`src/rtl/packet_scheduler.sv`:
```
// Arbitrates one-at-a-time send requests from a primary and a secondary FIFO to a shared packet sender.
// Define PACKET_SCHEDULER_FLUSH_EN to also flush partial packets that have aged past TIMEOUT_CYCLES.
module packet_scheduler #(
   parameter int MAX_WORDS      = 256,
   parameter int PRI_BURST      = 4,
   parameter int TIMEOUT_CYCLES = 50000,
   parameter int ACK_WAIT       = 15
) (
   input  logic        clk,
   input  logic        reset,
   input  logic [10:0] pri_fill_i,
   input  logic [10:0] sec_fill_i,
   input  logic        pri_enable_i,
   input  logic        sec_enable_i,
   input  logic        sender_busy_i,
   output logic        pri_fifo_req,
   output logic        sec_fifo_req,
   output logic [8:0]  pri_packet_size_o,
   output logic [8:0]  sec_packet_size_o,
   output logic        grant_src_o,
   output logic [7:0]  ack_err_cnt_o
);
   typedef enum logic [2:0] {IDLE, ISSUE, WAIT_BUSY, WAIT_DONE, HOLDOFF} state_t;

   localparam logic [10:0] FULL_FILL = 11'(MAX_WORDS);
   localparam logic [8:0]  FULL_SIZE = 9'(MAX_WORDS - 1);
   localparam logic [7:0]  BURST     = 8'(PRI_BURST);
   localparam logic [15:0] ACK_LAST  = 16'(ACK_WAIT - 1);

   if (MAX_WORDS < 2 || MAX_WORDS > 512 || PRI_BURST < 1 || PRI_BURST > 255 ||
       ACK_WAIT < 1 || TIMEOUT_CYCLES < 1 || TIMEOUT_CYCLES > 65535) begin : g_bad_params
      $error("packet_scheduler: parameter out of range");
   end

   state_t      state_q, state_d;
   logic        src_q, src_d;
   logic [8:0]  size_q, size_d;
   logic [7:0]  streak_q, streak_d;
   logic [15:0] ack_cnt_q, ack_cnt_d;
   logic [7:0]  err_q, err_d;
   logic        hold_q, hold_d;

   logic       pri_full, sec_full, pri_tmo, sec_tmo, pri_elig, sec_elig;
   logic       use_full, cand_pri, cand_sec, pick_sec, grant, in_flight;
   logic [8:0] pri_size, sec_size;

   assign pri_full = pri_enable_i && (pri_fill_i >= FULL_FILL);
   assign sec_full = sec_enable_i && (sec_fill_i >= FULL_FILL);

`ifdef PACKET_SCHEDULER_FLUSH_EN
   localparam logic [15:0] TMO = 16'(TIMEOUT_CYCLES);

   logic [15:0] pri_age_q, pri_age_d, sec_age_q, sec_age_d;
   logic        pri_part, sec_part;

   function automatic logic [8:0] part_size(input logic [10:0] fill);
      part_size = (fill > 11'd511) ? 9'd511 : 9'(fill[8:0] - 9'd1);
   endfunction

   assign pri_part = pri_enable_i && (pri_fill_i != '0) && (pri_fill_i < FULL_FILL);
   assign sec_part = sec_enable_i && (sec_fill_i != '0) && (sec_fill_i < FULL_FILL);
   assign pri_tmo  = pri_part && (pri_age_q >= TMO);
   assign sec_tmo  = sec_part && (sec_age_q >= TMO);
   assign pri_size = pri_full ? FULL_SIZE : part_size(pri_fill_i);
   assign sec_size = sec_full ? FULL_SIZE : part_size(sec_fill_i);

   always_comb begin
      pri_age_d = pri_age_q;
      sec_age_d = sec_age_q;
      if (!pri_part || (grant && !pick_sec)) pri_age_d = '0;
      else if (pri_age_q < TMO)              pri_age_d = pri_age_q + 16'd1;
      if (!sec_part || (grant && pick_sec))  sec_age_d = '0;
      else if (sec_age_q < TMO)              sec_age_d = sec_age_q + 16'd1;
   end

   always_ff @(posedge clk or posedge reset) begin
      if (reset) begin
         pri_age_q <= '0;
         sec_age_q <= '0;
      end else begin
         pri_age_q <= pri_age_d;
         sec_age_q <= sec_age_d;
      end
   end
`else
   assign pri_tmo  = 1'b0;
   assign sec_tmo  = 1'b0;
   assign pri_size = FULL_SIZE;
   assign sec_size = FULL_SIZE;
`endif

   assign pri_elig = pri_full || pri_tmo;
   assign sec_elig = sec_full || sec_tmo;

   // Full-size candidates shadow timed-out partial ones; the streak rule applies within the chosen class.
   assign use_full = pri_full || sec_full;
   assign cand_pri = use_full ? pri_full : pri_tmo;
   assign cand_sec = use_full ? sec_full : sec_tmo;
   assign pick_sec = cand_sec && (!cand_pri || (streak_q == BURST));
   assign grant    = (state_q == IDLE) && !sender_busy_i && (pri_elig || sec_elig);

   always_comb begin
      state_d   = state_q;
      src_d     = src_q;
      size_d    = size_q;
      streak_d  = streak_q;
      ack_cnt_d = ack_cnt_q;
      err_d     = err_q;
      hold_d    = hold_q;
      case (state_q)
         IDLE: begin
            if (grant) begin
               src_d   = pick_sec;
               size_d  = pick_sec ? sec_size : pri_size;
               state_d = ISSUE;
               if (!pick_sec && sec_elig) streak_d = (streak_q == BURST) ? streak_q : streak_q + 8'd1;
               else                       streak_d = '0;
            end
         end
         ISSUE: begin
            ack_cnt_d = '0;
            // A sender that went busy behind our back voids this slot rather than being double-booked.
            state_d   = sender_busy_i ? IDLE : WAIT_BUSY;
         end
         WAIT_BUSY: begin
            if (sender_busy_i) begin
               state_d = WAIT_DONE;
            end else if (ack_cnt_q == ACK_LAST) begin
               err_d   = (err_q == 8'hFF) ? err_q : err_q + 8'd1;
               hold_d  = 1'b0;
               state_d = HOLDOFF;
            end else begin
               ack_cnt_d = ack_cnt_q + 16'd1;
            end
         end
         WAIT_DONE: begin
            if (!sender_busy_i) begin
               hold_d  = 1'b0;
               state_d = HOLDOFF;
            end
         end
         HOLDOFF: begin
            hold_d = 1'b1;
            if (hold_q) state_d = IDLE;
         end
         default: state_d = IDLE;
      endcase
   end

   always_ff @(posedge clk or posedge reset) begin
      if (reset) begin
         state_q   <= IDLE;
         src_q     <= 1'b0;
         size_q    <= '0;
         streak_q  <= '0;
         ack_cnt_q <= '0;
         err_q     <= '0;
         hold_q    <= 1'b0;
      end else begin
         state_q   <= state_d;
         src_q     <= src_d;
         size_q    <= size_d;
         streak_q  <= streak_d;
         ack_cnt_q <= ack_cnt_d;
         err_q     <= err_d;
         hold_q    <= hold_d;
      end
   end

   // Requests decode straight from the registered state so reset removes them with no clock.
   assign in_flight         = (state_q == ISSUE) || (state_q == WAIT_BUSY) || (state_q == WAIT_DONE);
   assign pri_fifo_req      = (state_q == ISSUE) && !sender_busy_i && !src_q;
   assign sec_fifo_req      = (state_q == ISSUE) && !sender_busy_i && src_q;
   assign pri_packet_size_o = (in_flight && !src_q) ? size_q : '0;
   assign sec_packet_size_o = (in_flight && src_q) ? size_q : '0;
   assign grant_src_o       = src_q;
   assign ack_err_cnt_o     = err_q;
endmodule
```
`config.mk`:
```
export PLATFORM = sky130hd
export DESIGN_NAME = packet_scheduler
export DESIGN_NICKNAME = d
export VERILOG_FILES = /design/src/rtl/packet_scheduler.sv
export SDC_FILE = /design/constraint.sdc
export NUM_CORES = 1
export LEC_CHECK = 0
export CAP_MARGIN = 10
export CORE_MARGIN = 5
export CORE_UTILIZATION = 40
export CTS_CLUSTER_DIAMETER = 40
export DETAILED_ROUTE_END_ITERATION = 10
export MAX_ROUTING_LAYER = met4
export PLACE_DENSITY = 0.74
export SLEW_MARGIN = 0
export SYNTH_ARGS = -nofsm -noshare
export SYNTH_HDL_FRONTEND = slang
export SYNTH_SLANG_ARGS = --single-unit
```
`constraint.sdc`:
```
create_clock -name clk -period 5.5 [get_ports clk]
set_clock_uncertainty 0.05 [all_clocks]
set_input_delay 1.1 -clock clk [delete_from_list [all_inputs] [get_ports clk]]
set_output_delay 1.1 -clock clk [all_outputs]
set_load 0.02 [all_outputs]
```
==> summary.txt <==
Setup path
  – Critical path, cell by cell: clkdlybuf4s50_1, nor3_1, clkdlybuf4s50_1
  – Crit-path max FO: 9
  – Worst path top cell family by delay: buffers and inverters
  – CP bufs+invs: 2
  – Crit-path max cell delay: 0.65 ns
  – R2R depth: 6
  – Critical Path Sink Type: primary output
  – Critical path required time: 4.35 ns
  – WP depth: 3
  – Crit path DAT: 2.67 ns
  – Cell mode on critical path: clkdlybuf4s50_1
  – Crit Path Category: in2out
  – Kind of start point of the critical path: primary input
  – Critical path's slowest cell: clkdlybuf4s50_1

STA
  – Worst Tran Pin Value: 0.7704 ns
  – Min Clock Period, post-route: 3.824 ns
  – Final hold slack: 0.4137 ns
  – Setup_tns: 0 ns
  – FMAX: 0.2615 GHz
  – Fin crit share: 0.6953
  – Slew headroom: 0.4845
  – Pins Over Slew Limit: 0
  – RSZ-0062 raised after global routing: no
  – Final Setup Violations: 0
  – Endpoints failing hold: 0

Logic synthesis
  – Sequential element share of the synthesized area: 0.4064
  – Post-synth EDFFs: 0
  – Synth Cell Area: 2340 um2
  – Share of the synthesized area in the top cell type: 0.4064
  – Most used DFF post-synth: dfrtp_1
  – Post-synth ARST share: 1.000
  – Synth Area in Compound Gates: 0.1503
  – Flop and latch count out of synthesis: 38
  – YS warnings: 0
  – Cell count after synthesis: 242
  – Synth Area in Adders: 0.02674
  – Ranking of synthesized cells by area: dfrtp_1 41%, buf_4 6.1%, nand2_1 3.2%
  – Multiplexer share of the synthesized area: 0.02674
  – Largest family of logic cells by synthesized area: simple AND/OR/NAND/NOR gates
  – Cell taking the most area after synthesis: dfrtp_1
  – Cell variety after synth: 54
  – Simple-gate portion of the synthesized area: 0.2695
  – Syn Area/Cell: 9.668 um2
  – Synth Area in XOR/XNOR: 0.02246

CTS
  – Worst-Skew Late Latency: 0.29 ns
  – Total CTS buffers: 5
  – Max Root-Sink Buffers: 2
  – CTS tree: yes
  – # clock sinks: 38
  – Clk slew on worst S/H paths: 0.08 ns
  – CTS Root Cell: clkbuf_8
  – CTS Hold Buffers Added: 0
  – Gates resized, CTS repair: 0
  – Number of H-tree levels: 2
  – Setup repair bufs after CTS: 0

Routing
  – Vias: 1901
  – Final WL: 4956 um
  – TritonRoute pass-1 iters: 4
  – Routed wire per std cell: 14.79 um
  – Final routed DRC violation total: 0
  – Antenna-violating nets left: 0
  – Detailed Route Iter0 Violations: 174
  – Vias per cell: 5.675

Layout
  – Total Nets Final: 294
  – Commonest non-fill, non-tap cells in the layout: 38 x dfrtp_1, 37 x clkdlybuf4s50_1, 20 x nand2_1
  – Fin area: 2719 um2
  – Area Overhead vs Synth: 16.20%
  – # diodes: 0
  – Most common cell after layout, fill and taps aside: dfrtp_1
  – Share of layout cells above drive strength 1: 0.07605

Die
  – Die X: 86.48 um
  – Die area: 7479 um2
  – Initial core utilization: 0.4172
  – Die height: 86.48 um
  – Row count: 27
  – Core area: 5608 um2
  – # IOs: 56

Power
  – Reg power frac: 0.364
  – Power Internal: 608.7 uW
  – Pleak: 1.068 nW
  – Switching pwr: 400.5 uW
  – Clk pwr share: 0.202
  – Power Density: 371.2 nW/um2
  – Maximum vdd drop: 0.2165 mV
  – Sw Share: 0.3969
  – Combinational share of power: 0.434

Placement
  – DP HPWL: 3551 um
  – PortBufs: 37
  – Routability cong.: 0.8122
  – Placed inst area: 2624 um2

GRT
  – Initial antenna violation count: 0
  – Vias in the first global route: 1803
  – Gr usage total: 0.1455
  – Grt met1 use: 0.1901
  – Met3 GRT Util: 0.03517
  – Overflow after GRT: 0
  – Busiest layer in global routing: met2
  – Largest net degree at the start of global routing: 39
  – Global-route wire length before repair: 8638 um
  – Met2 GRT Util: 0.2267

Job
  – Max-cap violations: 0

Worst hold path
  – Hold path cells: 1
  – Hold Crit Class: reg2reg

Status
  – Status: finished, final reports clean
## power groups by stage
stage | clock (mW) | combinational [mW] | sequential, mW
after floorplan | 0 | 0.361 | 0.346
final | 0.204 | 0.438 | 0.368
after detailed placement | 0 | 0.442 | 0.372
after global placement | 0 | 0.438 | 0.371
after CTS | 0.208 | 0.443 | 0.367
after global routing | 0.224 | 0.473 | 0.375
## synth_stat cells (all sizes together), types with 3 or more instances
library cell	instances
a31oi	4
buf	24
nand2b	3
or4	9
nor2	7
and3	3
nor4	4
a21oi	9
ha	5
dfrtp	38
nand4	11
xor2	5
inv	10
nand3	12
o31ai	10
nor3	7
nor3b	4
a32oi	3
nand2	20
and2	3
nor4b	4
mux2i	4
and4	4
o21ai	10
## worst reg2reg max path, cell delays in order (launching register included)
cell,delay [ns]
dfrtp_1,0.43
inv_1,0.12
ha_1,0.17
nor4b_2,0.27
and4_1,0.73
o21ai_0,0.24
and2_1,0.19
## per-stage QoR
stage          utilization  std cells  total power, mW  setup WS [ns]
2_1_floorplan            -        243           0.7070          2.598
3_3_place_gp        0.4679        327           0.8096          1.714
3_5_place_dp        0.4679        327           0.8144          1.685
4_1_cts             0.4848        335            1.017          1.689
5_1_grt             0.4848        335            1.071          1.575
6_report            0.4848        335            1.009          1.676
## registers in the layout, indices dropped and copies added (netlist names)
register / cells
ack_err_cnt_o: 8
streak_q: 8
size_q: 1
grant_src_o: 1
hold_q: 1
ack_cnt_q: 16
state_q: 3
## worst paths after layout
check,startpoint,slack [ns],to
hold reg to reg,hold_q,0.41,state_q[2]
hold / removal,hold_q,0.41,state_q[2]
setup / recovery,sender_busy_i,1.68,pri_fifo_req
setup reg to reg,ack_cnt_q[0],3.20,hold_q
max in group asynchronous,reset,3.91,ack_cnt_q[15]
min in group asynchronous,reset,1.16,ack_err_cnt_o[5]
## metal layers
layer | share of wire | vias up
li1 | - | 937
met1 | 0.47 | 931
met2 | 0.49 | 27
met3 | 0.027 | 6
met4 | 0.013 | 0
met5 | 0 | -
## kinds of logic after synthesis
family                     count (synthesis)
muxes                                      6
xor gates and xnor gates                   6
other                                      1
and+or+nand+nor                           99
DFF                                       38
adders and majority gates                  5
AOI/OAI and AO/OA                         51
buffers and inverters                     36
## final cells by class
class	instances	area [um2]
inverter	10	37.54
clock inverter	2	12.51
fill	532	2889
sequential	38	950.9
timing repair buffer	38	377.9
tap	72	90.09
clock buffer	6	82.58
multi-input combinational	169	1167
(Power assumes the default switching activity.)
